===== src/rtl/harness_pkg.sv =====
// Shared definitions for the processor/regfile harness.
// Holds the dump sequencer state encoding and default register-file geometry.
package harness_pkg;

    localparam int unsigned NumRegsDef = 32;
    localparam int unsigned IdxWDef    = $clog2(NumRegsDef);

    typedef enum logic [2:0] {
        StIdle,
        StClr,
        StRun,
        StSettle,
        StOut,
        StDone
    } state_e;

endpackage


===== src/rtl/cycle_counter.sv =====
// Run-cycle counter for the dump sequencer.
// Ports:
//   clock, reset  - clock and asynchronous active-low reset
//   clear         - synchronous clear (wins over enable)
//   enable        - count up one per edge
//   limit         - run budget; tc flags count == limit-1
//   count         - current count (registered)
//   tc            - terminal-count flag (combinational from count/limit)
module cycle_counter #(
    parameter int unsigned CYC_W = 10
) (
    input  logic             clock,
    input  logic             reset,
    input  logic             clear,
    input  logic             enable,
    input  logic [CYC_W-1:0] limit,
    output logic [CYC_W-1:0] count,
    output logic             tc
);

    logic [CYC_W-1:0] count_d, count_q;

    always_comb begin
        count_d = count_q;
        if (clear) begin
            count_d = '0;
        end else if (enable) begin
            count_d = count_q + CYC_W'(1);
        end
    end

    always_ff @(posedge clock or negedge reset) begin
        if (!reset) begin
            count_q <= '0;
        end else begin
            count_q <= count_d;
        end
    end

    assign count = count_q;
    // limit==0 never reaches RUN, so the wrapped compare value is harmless.
    assign tc    = (count_q == (limit - CYC_W'(1)));

endmodule


===== src/rtl/reg_dump_ctrl.sv =====
// Run-and-dump sequencer: on start, pulses processor reset, runs the processor for a
// latched cycle budget, then hijacks regfile read port A and streams every register
// (index, value) out over a valid/ready interface.
// Ports:
//   clock, reset           - clock and asynchronous active-low reset
//   start, abort           - begin a run (IDLE/DONE only) / return to IDLE
//   num_cycles             - run budget, latched on accepted start
//   cpu_reset, cpu_run     - processor reset and clock-enable
//   cycle_count            - cycles elapsed in RUN
//   test_mode, test_reg    - read-port-A hijack select and index
//   reg_data               - regfile port A read data (combinational)
//   dump_valid/ready/idx/data - dump stream
//   busy, done             - status
module reg_dump_ctrl
    import harness_pkg::*;
#(
    parameter int unsigned NUM_REGS = NumRegsDef,
    parameter int unsigned IDX_W    = IdxWDef,
    parameter int unsigned CYC_W    = 10,
    parameter int unsigned DATA_W   = 32
) (
    input  logic              clock,
    input  logic              reset,
    input  logic              start,
    input  logic              abort,
    input  logic [CYC_W-1:0]  num_cycles,
    output logic              cpu_reset,
    output logic              cpu_run,
    output logic [CYC_W-1:0]  cycle_count,
    output logic              test_mode,
    output logic [IDX_W-1:0]  test_reg,
    input  logic [DATA_W-1:0] reg_data,
    output logic              dump_valid,
    input  logic              dump_ready,
    output logic [IDX_W-1:0]  dump_idx,
    output logic [DATA_W-1:0] dump_data,
    output logic              busy,
    output logic              done
);

    localparam logic [IDX_W-1:0] LastIdx = IDX_W'(NUM_REGS - 1);

    state_e              state_d, state_q;
    logic [CYC_W-1:0]    budget_d, budget_q;
    logic [IDX_W-1:0]    idx_d, idx_q;
    logic [IDX_W-1:0]    dump_idx_d, dump_idx_q;
    logic [DATA_W-1:0]   dump_data_d, dump_data_q;
    logic                cpu_reset_d, cpu_reset_q;
    logic                cpu_run_d, cpu_run_q;
    logic                test_mode_d, test_mode_q;
    logic [IDX_W-1:0]    test_reg_d, test_reg_q;
    logic                dump_valid_d, dump_valid_q;
    logic                busy_d, busy_q;
    logic                done_d, done_q;
    logic                cnt_clear, cnt_en, cnt_tc;

    cycle_counter #(
        .CYC_W (CYC_W)
    ) u_cycle_counter (
        .clock  (clock),
        .reset  (reset),
        .clear  (cnt_clear),
        .enable (cnt_en),
        .limit  (budget_q),
        .count  (cycle_count),
        .tc     (cnt_tc)
    );

    always_comb begin
        state_d     = state_q;
        budget_d    = budget_q;
        idx_d       = idx_q;
        dump_idx_d  = dump_idx_q;
        dump_data_d = dump_data_q;
        cnt_clear   = 1'b0;

        if (abort) begin
            state_d = StIdle;
        end else begin
            case (state_q)
                StIdle, StDone: begin
                    if (start) begin
                        state_d   = StClr;
                        budget_d  = num_cycles;
                        idx_d     = '0;
                        cnt_clear = 1'b1;
                    end
                end
                StClr:    state_d = (budget_q == '0) ? StSettle : StRun;
                StRun:    if (cnt_tc) state_d = StSettle;
                StSettle: begin
                    state_d     = StOut;
                    dump_idx_d  = idx_q;
                    dump_data_d = reg_data;
                end
                StOut: begin
                    // dump_valid is high throughout OUT, so ready alone completes the beat.
                    if (dump_ready) begin
                        if (idx_q == LastIdx) begin
                            state_d = StDone;
                        end else begin
                            idx_d   = idx_q + IDX_W'(1);
                            state_d = StSettle;
                        end
                    end
                end
                default:  state_d = StIdle;
            endcase
        end

        if (state_d == StIdle) begin
            budget_d    = '0;
            idx_d       = '0;
            dump_idx_d  = '0;
            dump_data_d = '0;
            cnt_clear   = 1'b1;
        end

        cnt_en = (state_q == StRun) && !abort;

        // Outputs decoded from the next state so every output comes straight from a flop.
        cpu_reset_d  = (state_d == StClr);
        cpu_run_d    = (state_d == StRun);
        test_mode_d  = (state_d == StSettle) || (state_d == StOut);
        test_reg_d   = test_mode_d ? idx_d : '0;
        dump_valid_d = (state_d == StOut);
        busy_d       = cpu_reset_d || cpu_run_d || test_mode_d;
        done_d       = (state_d == StDone);
    end

    always_ff @(posedge clock or negedge reset) begin
        if (!reset) begin
            state_q      <= StIdle;
            budget_q     <= '0;
            idx_q        <= '0;
            dump_idx_q   <= '0;
            dump_data_q  <= '0;
            cpu_reset_q  <= 1'b0;
            cpu_run_q    <= 1'b0;
            test_mode_q  <= 1'b0;
            test_reg_q   <= '0;
            dump_valid_q <= 1'b0;
            busy_q       <= 1'b0;
            done_q       <= 1'b0;
        end else begin
            state_q      <= state_d;
            budget_q     <= budget_d;
            idx_q        <= idx_d;
            dump_idx_q   <= dump_idx_d;
            dump_data_q  <= dump_data_d;
            cpu_reset_q  <= cpu_reset_d;
            cpu_run_q    <= cpu_run_d;
            test_mode_q  <= test_mode_d;
            test_reg_q   <= test_reg_d;
            dump_valid_q <= dump_valid_d;
            busy_q       <= busy_d;
            done_q       <= done_d;
        end
    end

    assign cpu_reset  = cpu_reset_q;
    assign cpu_run    = cpu_run_q;
    assign test_mode  = test_mode_q;
    assign test_reg   = test_reg_q;
    assign dump_valid = dump_valid_q;
    assign dump_idx   = dump_idx_q;
    assign dump_data  = dump_data_q;
    assign busy       = busy_q;
    assign done       = done_q;

endmodule


===== config.mk =====
export PLATFORM = sky130hd
export DESIGN_NAME = reg_dump_ctrl
export DESIGN_NICKNAME = d
export VERILOG_FILES = /design/src/rtl/harness_pkg.sv /design/src/rtl/cycle_counter.sv /design/src/rtl/reg_dump_ctrl.sv
export SDC_FILE = /design/constraint.sdc
export NUM_CORES = 1
export LEC_CHECK = 0
export ABC_AREA = 1
export BUFFER_PORTS_ARGS = -buffer_cell sky130_fd_sc_hd__clkbuf_2
export CORE_MARGIN = 1
export CORE_UTILIZATION = 53
export CTS_CLUSTER_DIAMETER = 50
export DETAILED_ROUTE_END_ITERATION = 10
export GPL_ROUTABILITY_DRIVEN = 0
export PLACE_DENSITY_LB_ADDON = 0.15
export SETUP_SLACK_MARGIN = 0.1
export SLEW_MARGIN = 20
export SYNTH_ARGS = -nofsm -noshare
export SYNTH_HDL_FRONTEND = slang
export SYNTH_SLANG_ARGS = --single-unit

===== constraint.sdc =====
create_clock -name clock -period 2.2 [get_ports clock]
set_clock_uncertainty 0.2 [all_clocks]
set_input_delay 0 -clock clock [delete_from_list [all_inputs] [get_ports clock]]
set_output_delay 0 -clock clock [all_outputs]
set_load 0.005 [all_outputs]

==> results.toml, run 1 <==
[route]
vias_per_cell = 5.13
highest-signal-layer = "met4"
wirelength_met1_mm = 4.76
postRouteAntennaNets = 0
dr_wl_met3_um = 797
remaining_drc_errors = 0
wl_per_cell_um = 15.0
met2RoutedLength_mm = 6.24
initialDrtViolationCount = 360
firstDrtPassIters = 7
vias = 4205
drt-total-wl_mm = 12.3

[pwr]
worst_ir_drop_vdd_uv = 708
power_density_mw_per_mm2 = 819
leakagePower_nw = 3.70

[final_layout]
nFillCells = 401
post_route_cells_drive_above_1_share_pct = 35.6
post-route-cell-area_mm2 = 0.00588
largest_register_ff_count = 32
antennaDiodeCount = 0
final_common_cell = "sky130_fd_sc_hd__nand2_1"
synthToLayoutAreaGrowth_pct = 51.4
design.final.nets = 769
mostFrequentLayoutCells = "176 x sky130_fd_sc_hd__nand2_1, 103 x sky130_fd_sc_hd__clkbuf_2, 75 x sky130_fd_sc_hd__inv_1, 75 x sky130_fd_sc_hd__dfrtp_1, 46 x sky130_fd_sc_hd__dlygate4sd3_1"

[floorplanning]
initial_utilization_pct = 55.9
top_level_ports = 105
dieHeight_um = 87.6
die_width_um = 87.6
standard_cell_core_area_mm2 = 0.00694
std_cell_rows = 30
area_enclosed_by_the_die_boundary_mm2 = 0.00767

[global_routing]
grt_overflow_total = 0
pin_count_of_the_biggest_net_entering_global_routing = 41
global_route_wire_length_before_repair_mm = 17.4
antenna_found_initial = 0
global_route.usage.total_pct = 30.0
via_count_of_the_first_global_routing_pass = 3914

[critical_path]
criticalPathCategory = "flop to flop"
crit_required_ns = 2.29
timing.critical_path.arrival_ns = 2.47
timing.critical_path.to_type = "flop"
timing.critical_path.fanout_max = 7
timing.critical_path.from_type = "flop"

[clock_network]
clock_insertion_delay_worst_skew_ns = 0.35
number_of_levels_the_h_tree_was_split_into = 3
cts.sinks = 76
cts-root-to-sink-buffers = 2
ctsRootBufferMaster = "sky130_fd_sc_hd__clkbuf_8"
cts_buffers = 9
tritoncts_clock_tree = "done"
path_clk_slew_ns = 0.08

[placement]
placed_area_mm2 = 0.00464
dp.final_hpwl_mm = 6.57
place.port_buffers = 104

[synth]
synth_area_per_cell_um2 = 7.34
count_of_synthesis_stage_warnings_from_yosys = 0
synth.ff_latch_count = 76
synth_cell_types = 30
instance_count_of_the_mapped_netlist = 529
synth.yosys.seq_area_share_pct = 49.0
synthesis.nets = 579
syn_area_mm2 = 0.00388

[sta]
timing_max_transition_violations_final = 0
tightest_pin_transition_ns = 0.499
timing.final.ws_setup_ns = -0.179
rsz0062_at_grt = "true"
period_share_pct = 108
fmax_mhz = 420
timing.final.crit_period_ns = 2.38
setup_tns_ns = -6.14
timing_hold_violations_final = 0
timing.final.setup_violations = 45
max-slew-margin-rel_pct = 66.7

[run_status]
outcome = "complete, but fails checks"
violations = "setup timing"

[run]
drv.max_cap_violation_count = 0

[worst_hold_path]
hold_path_class = "primary input to flop"
[cells in the mapped netlist]
library cell,number,share of area [%]
sky130_fd_sc_hd__nand2_1,201,19
sky130_fd_sc_hd__inv_1,97,9.4
sky130_fd_sc_hd__dfrtp_1,76,49
sky130_fd_sc_hd__nor2_1,45,4.3
sky130_fd_sc_hd__nand3_1,25,3.2
sky130_fd_sc_hd__o21ai_0,13,1.7
sky130_fd_sc_hd__nand2_2,9,1.4
sky130_fd_sc_hd__a21oi_1,6,0.77
sky130_fd_sc_hd__xor2_1,6,1.4
sky130_fd_sc_hd__buf_2,5,0.64
sky130_fd_sc_hd__inv_2,5,0.48
sky130_fd_sc_hd__nor2_2,5,0.81
sky130_fd_sc_hd__nand4_1,4,0.64
sky130_fd_sc_hd__o21ai_1,4,0.52
sky130_fd_sc_hd__buf_4,3,0.58
sky130_fd_sc_hd__clkbuf_1,3,0.29
sky130_fd_sc_hd__ha_1,3,0.97
sky130_fd_sc_hd__mux2i_1,3,0.77
sky130_fd_sc_hd__nor3_1,3,0.39
sky130_fd_sc_hd__a22o_1,2,0.45
sky130_fd_sc_hd__or2_2,2,0.32
sky130_fd_sc_hd__a32o_1,1,0.26
sky130_fd_sc_hd__a32oi_1,1,0.23
sky130_fd_sc_hd__and2_1,1,0.16
sky130_fd_sc_hd__buf_6,1,0.29
sky130_fd_sc_hd__nand2_4,1,0.29
sky130_fd_sc_hd__nand3_4,1,0.45
sky130_fd_sc_hd__nor3_2,1,0.26
sky130_fd_sc_hd__nor3_4,1,0.42
sky130_fd_sc_hd__o31ai_1,1,0.19
[worst max-delay path, stage by stage, from the launching register on]
cell and delay (ns):
sky130_fd_sc_hd__dfrtp_1 0.42, sky130_fd_sc_hd__inv_2 0.09, sky130_fd_sc_hd__ha_4 0.21, sky130_fd_sc_hd__nand2_2 0.07, sky130_fd_sc_hd__inv_2 0.03, sky130_fd_sc_hd__nor2_1 0.08, sky130_fd_sc_hd__nand3_1 0.08, sky130_fd_sc_hd__nor2_1 0.11
sky130_fd_sc_hd__nand2_1 0.07, sky130_fd_sc_hd__nor2_1 0.08, sky130_fd_sc_hd__nand3_1 0.09, sky130_fd_sc_hd__nand2_2 0.14, sky130_fd_sc_hd__nand2_4 0.09, sky130_fd_sc_hd__nand3_4 0.17, sky130_fd_sc_hd__buf_12 0.14, sky130_fd_sc_hd__clkbuf_16 0.14
sky130_fd_sc_hd__nand2_1 0.06, sky130_fd_sc_hd__inv_1 0.06
[worst paths after layout]
check,start,to,slack [ns],depth (start not counted)
worst max-delay path,budget_q[0],dump_data[20],-0.18,17
worst min-delay path,dump_ready,idx_q[3],0.05,6
worst max register to register,budget_q[0],dump_data[20],-0.18,17
worst min register to register,dump_data[18],dump_data[18],0.37,4
max in group asynchronous,reset,dump_data[31],0.72,4
min in group asynchronous,reset,cpu_reset,0.49,3
[per-stage QoR]
stage	hold WS, ns	setup WS, ns	utilization, %	cells	total power [W]
floorplan	-0.496	0.167	-	529	0.00239
global placement	-0.203	0.0131	66.8	735	0.00279
detailed placement	-0.205	-0.0598	66.8	735	0.00283
CTS	0.0135	-0.0456	79.7	810	0.00439
global route	0.0898	-0.318	84.7	820	0.00503
finish	0.0524	-0.179	84.7	820	0.00481
[layer usage]
layer	global-route usage (%)	vias up
li1	-	1961
met1	35.2	1975
met2	53.5	224
met3	5.09	45
met4	14.6	0
met5	0	-
[what timing repair did]
| item | CTS | global route |
|---|---|---|
| endpoints found under the hold margin | 121 | 0 |
| setup endpoints to repair | 64 | 73 |
| pin swaps | 2 | 13 |
| gates resized for setup | 21 | 93 |
| cloned | 3 | 1 |
| hold buffers | 46 | 0 |
| setup buffers | 10 | 10 |
[area by class of cell]
type | instances | area [um2] | share of cell area (%)
flip-flops and latches | 76 | 1900 | 32.4
multi-input cells | 340 | 1820 | 30.9
repair buffers | 190 | 1430 | 24.3
inverters | 102 | 388 | 6.60
clock buffers | 13 | 179 | 3.04
well taps | 96 | 120 | 2.04
clock inverters | 3 | 42.5 | 0.723
[report_power, final]
| group | switching, W | internal, W |
|---|---|---|
| combinational | 0.00110 | 0.000942 |
| sequential | 0.0000949 | 0.00149 |
| clock | 0.000539 | 0.000647 |
[kinds of logic (layout without fill, tap and decap cells)]
family,count (synthesis),in the layout,share of synthesized area (%)
compound gates,28,28,4.09
buf+inv,114,308,11.7
flops,76,76,49.0
xor+xnor,6,6,1.35
fa+ha+maj,3,3,0.967
simple gates,299,300,32.2
mux,3,3,0.773
(Power assumes the default switching activity.)
==> run 2: changes to the inputs <==
- ABC_AREA: 1 -> not set
- CORE_UTILIZATION: 53 -> 57
- SKIP_CTS_REPAIR_TIMING: not set -> 1
- clock period: 2.2 -> 2.8 ns (I/O delays scaled with it)
==> results.toml, run 2 <==
[route]
postRouteAntennaNets = 0
vias_per_cell = 5.54
initialDrtViolationCount = 238
wl_per_cell_um = 16.0
firstDrtPassIters = 4
drt-total-wl_mm = 9.94
remaining_drc_errors = 0
vias = 3433

[synth]
synth_area_per_cell_um2 = 10.9
synth_enable_flop_cells = 0
synth_cell_types = 58
synth_most_common_cell = "sky130_fd_sc_hd__dfrtp_1"
synth_common_cells = "76 x sky130_fd_sc_hd__dfrtp_1, 40 x sky130_fd_sc_hd__nor3_2, 38 x sky130_fd_sc_hd__mux2i_1"
synth.top_cells.by_area = "sky130_fd_sc_hd__dfrtp_1 47%, sky130_fd_sc_hd__nor3_2 9.8%, sky130_fd_sc_hd__mux2i_1 9.3%, sky130_fd_sc_hd__nand2_1 2.3%, sky130_fd_sc_hd__buf_6 1.9%"
syn_area_mm2 = 0.00407
instance_count_of_the_mapped_netlist = 374
netlist.top_cell.by_area = "sky130_fd_sc_hd__dfrtp_1"
postSynth.topFlopCell = "sky130_fd_sc_hd__dfrtp_1"
synth.ff_latch_count = 76
synth.yosys.seq_area_share_pct = 46.7
async_flop_share_pct = 100
synthesis.nets = 424
count_of_synthesis_stage_warnings_from_yosys = 0
post-synth-top-area-fraction_pct = 46.7

[critical_path]
timing.critical_path.fanout_max = 23
timing.critical_path.from_type = "flop"
criticalPathCategory = "flop to flop"
timing.critical_path.to_type = "flop"
timing.critical_path.arrival_ns = 2.65
crit_required_ns = 2.87

[final_layout]
final_common_cell = "sky130_fd_sc_hd__clkbuf_2"
final_cell_count_no_fill = 620
post_route_cells_drive_above_1_share_pct = 36.6
nFillCells = 472
synthToLayoutAreaGrowth_pct = 31.0
antennaDiodeCount = 0
design.final.nets = 569
mostFrequentLayoutCells = "103 x sky130_fd_sc_hd__clkbuf_2, 74 x sky130_fd_sc_hd__dfrtp_1, 43 x sky130_fd_sc_hd__dlygate4sd3_1, 40 x sky130_fd_sc_hd__nor3_2, 38 x sky130_fd_sc_hd__mux2i_1"
largest_register_ff_count = 32

[floorplanning]
area_enclosed_by_the_die_boundary_mm2 = 0.00748
die_width_um = 86.5
dieHeight_um = 86.5
standard_cell_core_area_mm2 = 0.00683
initial_utilization_pct = 59.6
top_level_ports = 105
std_cell_rows = 30

[pwr]
cellInternalPower_w = 0.00184
leakagePower_nw = 2.67
power.sequential.fraction_pct = 41.7
worst_ir_drop_vdd_uv = 345
power_density_mw_per_mm2 = 548
p_sw_share_pct = 37.0
pwr-share-clk_pct = 27.1
power.share.combinational_pct = 31.2
power_switching_w = 0.00108

[clock_network]
cts_buffers = 9
path_clk_slew_ns = 0.09
cts-root-to-sink-buffers = 2
cts.sinks = 76
ctsRootBufferMaster = "sky130_fd_sc_hd__clkbuf_8"
number_of_levels_the_h_tree_was_split_into = 3
clock_insertion_delay_worst_skew_ns = 0.35
tritoncts_clock_tree = "done"

[placement]
place.port_buffers = 104
dp.cells = 558
dp.final_hpwl_mm = 6.13
dpl_worst_slack_ns = 0.0618

[sta]
rsz0062_at_grt = "false"
timing_max_transition_violations_final = 0
timing_hold_violations_final = 2
period_share_pct = 91.9
whs_ns = -0.0488
timing.final.ws_setup_ns = 0.227
fmax_mhz = 389
setup_tns_ns = 0
tightest_pin_transition_ns = 0.961
timing.final.crit_period_ns = 2.57
max-slew-margin-rel_pct = 36.0
timing.final.setup_violations = 0

[run_status]
violations = "hold timing"
outcome = "complete, but fails checks"

[global_routing]
grt_overflow_total = 0
via_count_of_the_first_global_routing_pass = 2979
global_route.usage.total_pct = 24.7
antenna_found_initial = 0
global_route_wire_length_before_repair_mm = 14.3
pin_count_of_the_biggest_net_entering_global_routing = 77

[run]
drv.max_cap_violation_count = 0

[worst_hold_path]
hold_path_class = "primary input to flop"
run 2: changes by cell type in the layout (fill, tap and decap cells not counted), sizes merged, moves of 16 or more:
| cell | previous run | this run |
|---|---|---|
| nand3 | 27 | 11 |
| inv | 102 | 11 |
| nor2 | 50 | 20 |
| nand2 | 211 | 25 |
| nor3 | 5 | 42 |
| mux2i | 3 | 38 |
| buf | 40 | 16 |
run 2: worst max-delay path, stage by stage, from the launching register on:
cell,delay (ns)
sky130_fd_sc_hd__dfrtp_2,0.44
sky130_fd_sc_hd__inv_1,0.08
sky130_fd_sc_hd__ha_2,0.23
sky130_fd_sc_hd__o21ai_1,0.13
sky130_fd_sc_hd__or4b_4,0.48
sky130_fd_sc_hd__a311oi_4,0.42
sky130_fd_sc_hd__a211oi_4,0.14
sky130_fd_sc_hd__buf_12,0.20
sky130_fd_sc_hd__nor3_2,0.18
run 2: worst paths after layout:
| kind | slack, ns | depth (start not counted) | startpoint | end |
|---|---|---|---|---|
| setup / recovery | 0.23 | 8 | budget_q[1] | dump_data[25] |
| hold / removal | -0.05 | 4 | start | state_q[2] |
| setup reg to reg | 0.23 | 8 | budget_q[1] | dump_data[25] |
| hold reg to reg | 0.36 | 2 | dump_idx[4] | dump_idx[4] |
| max in group asynchronous | 1.58 | 2 | reset | budget_q[1] |
| min in group asynchronous | 0.13 | 2 | reset | dump_data[27] |
run 2: area by class of cell:
type	count	area, um2	share of cell area, %
sequential	76	1900	35.7
clock buffer	9	124	2.32
inverter	7	26.3	0.493
multi-input combinational	263	2010	37.6
clock inverter	7	58.8	1.10
tap	96	120	2.25
timing repair buffer	162	1090	20.5
run 2: logic make-up (layout without fill, tap and decap cells):
group | after synthesis | after routing | share of synthesized area, %
simple gates | 140 | 140 | 23.1
flops | 76 | 76 | 46.7
compound gates | 66 | 66 | 11.8
mux | 38 | 38 | 9.35
buf+inv | 35 | 185 | 4.61
xor+xnor | 16 | 16 | 3.44
fa+ha+maj | 3 | 3 | 0.922
run 2: routing by layer:
metal / up-vias / track usage, % / routed length (um)
li1: 1645 / - / -
met1: 1678 / 32.3 / 4110
met2: 96 / 41.4 / 5300
met3: 14 / 3.90 / 382
met4: 0 / 9.70 / 148
met5: - / 0 / 0
run 2: through the flow:
stage / instance area (um2) / power (W) / utilization [%]
after floorplan: 4070 / 0.00188 / -
after global placement: 4670 / 0.00204 / 68.4
after detailed placement: 4670 / 0.00206 / 68.4
after CTS: 4850 / 0.00285 / 71.0
after global routing: 5330 / 0.00307 / 78.1
final: 5330 / 0.00292 / 78.1
run 2: power groups by stage:
| stage | logic, W | clock network (W) | registers, W |
|---|---|---|---|
| final | 0.000913 | 0.000794 | 0.00122 |
| after global routing | 0.000995 | 0.000842 | 0.00123 |
| after CTS | 0.000822 | 0.000804 | 0.00122 |
| after detailed placement | 0.000816 | 0 | 0.00124 |
| after global placement | 0.000805 | 0 | 0.00124 |
| after floorplan | 0.000667 | 0 | 0.00121 |
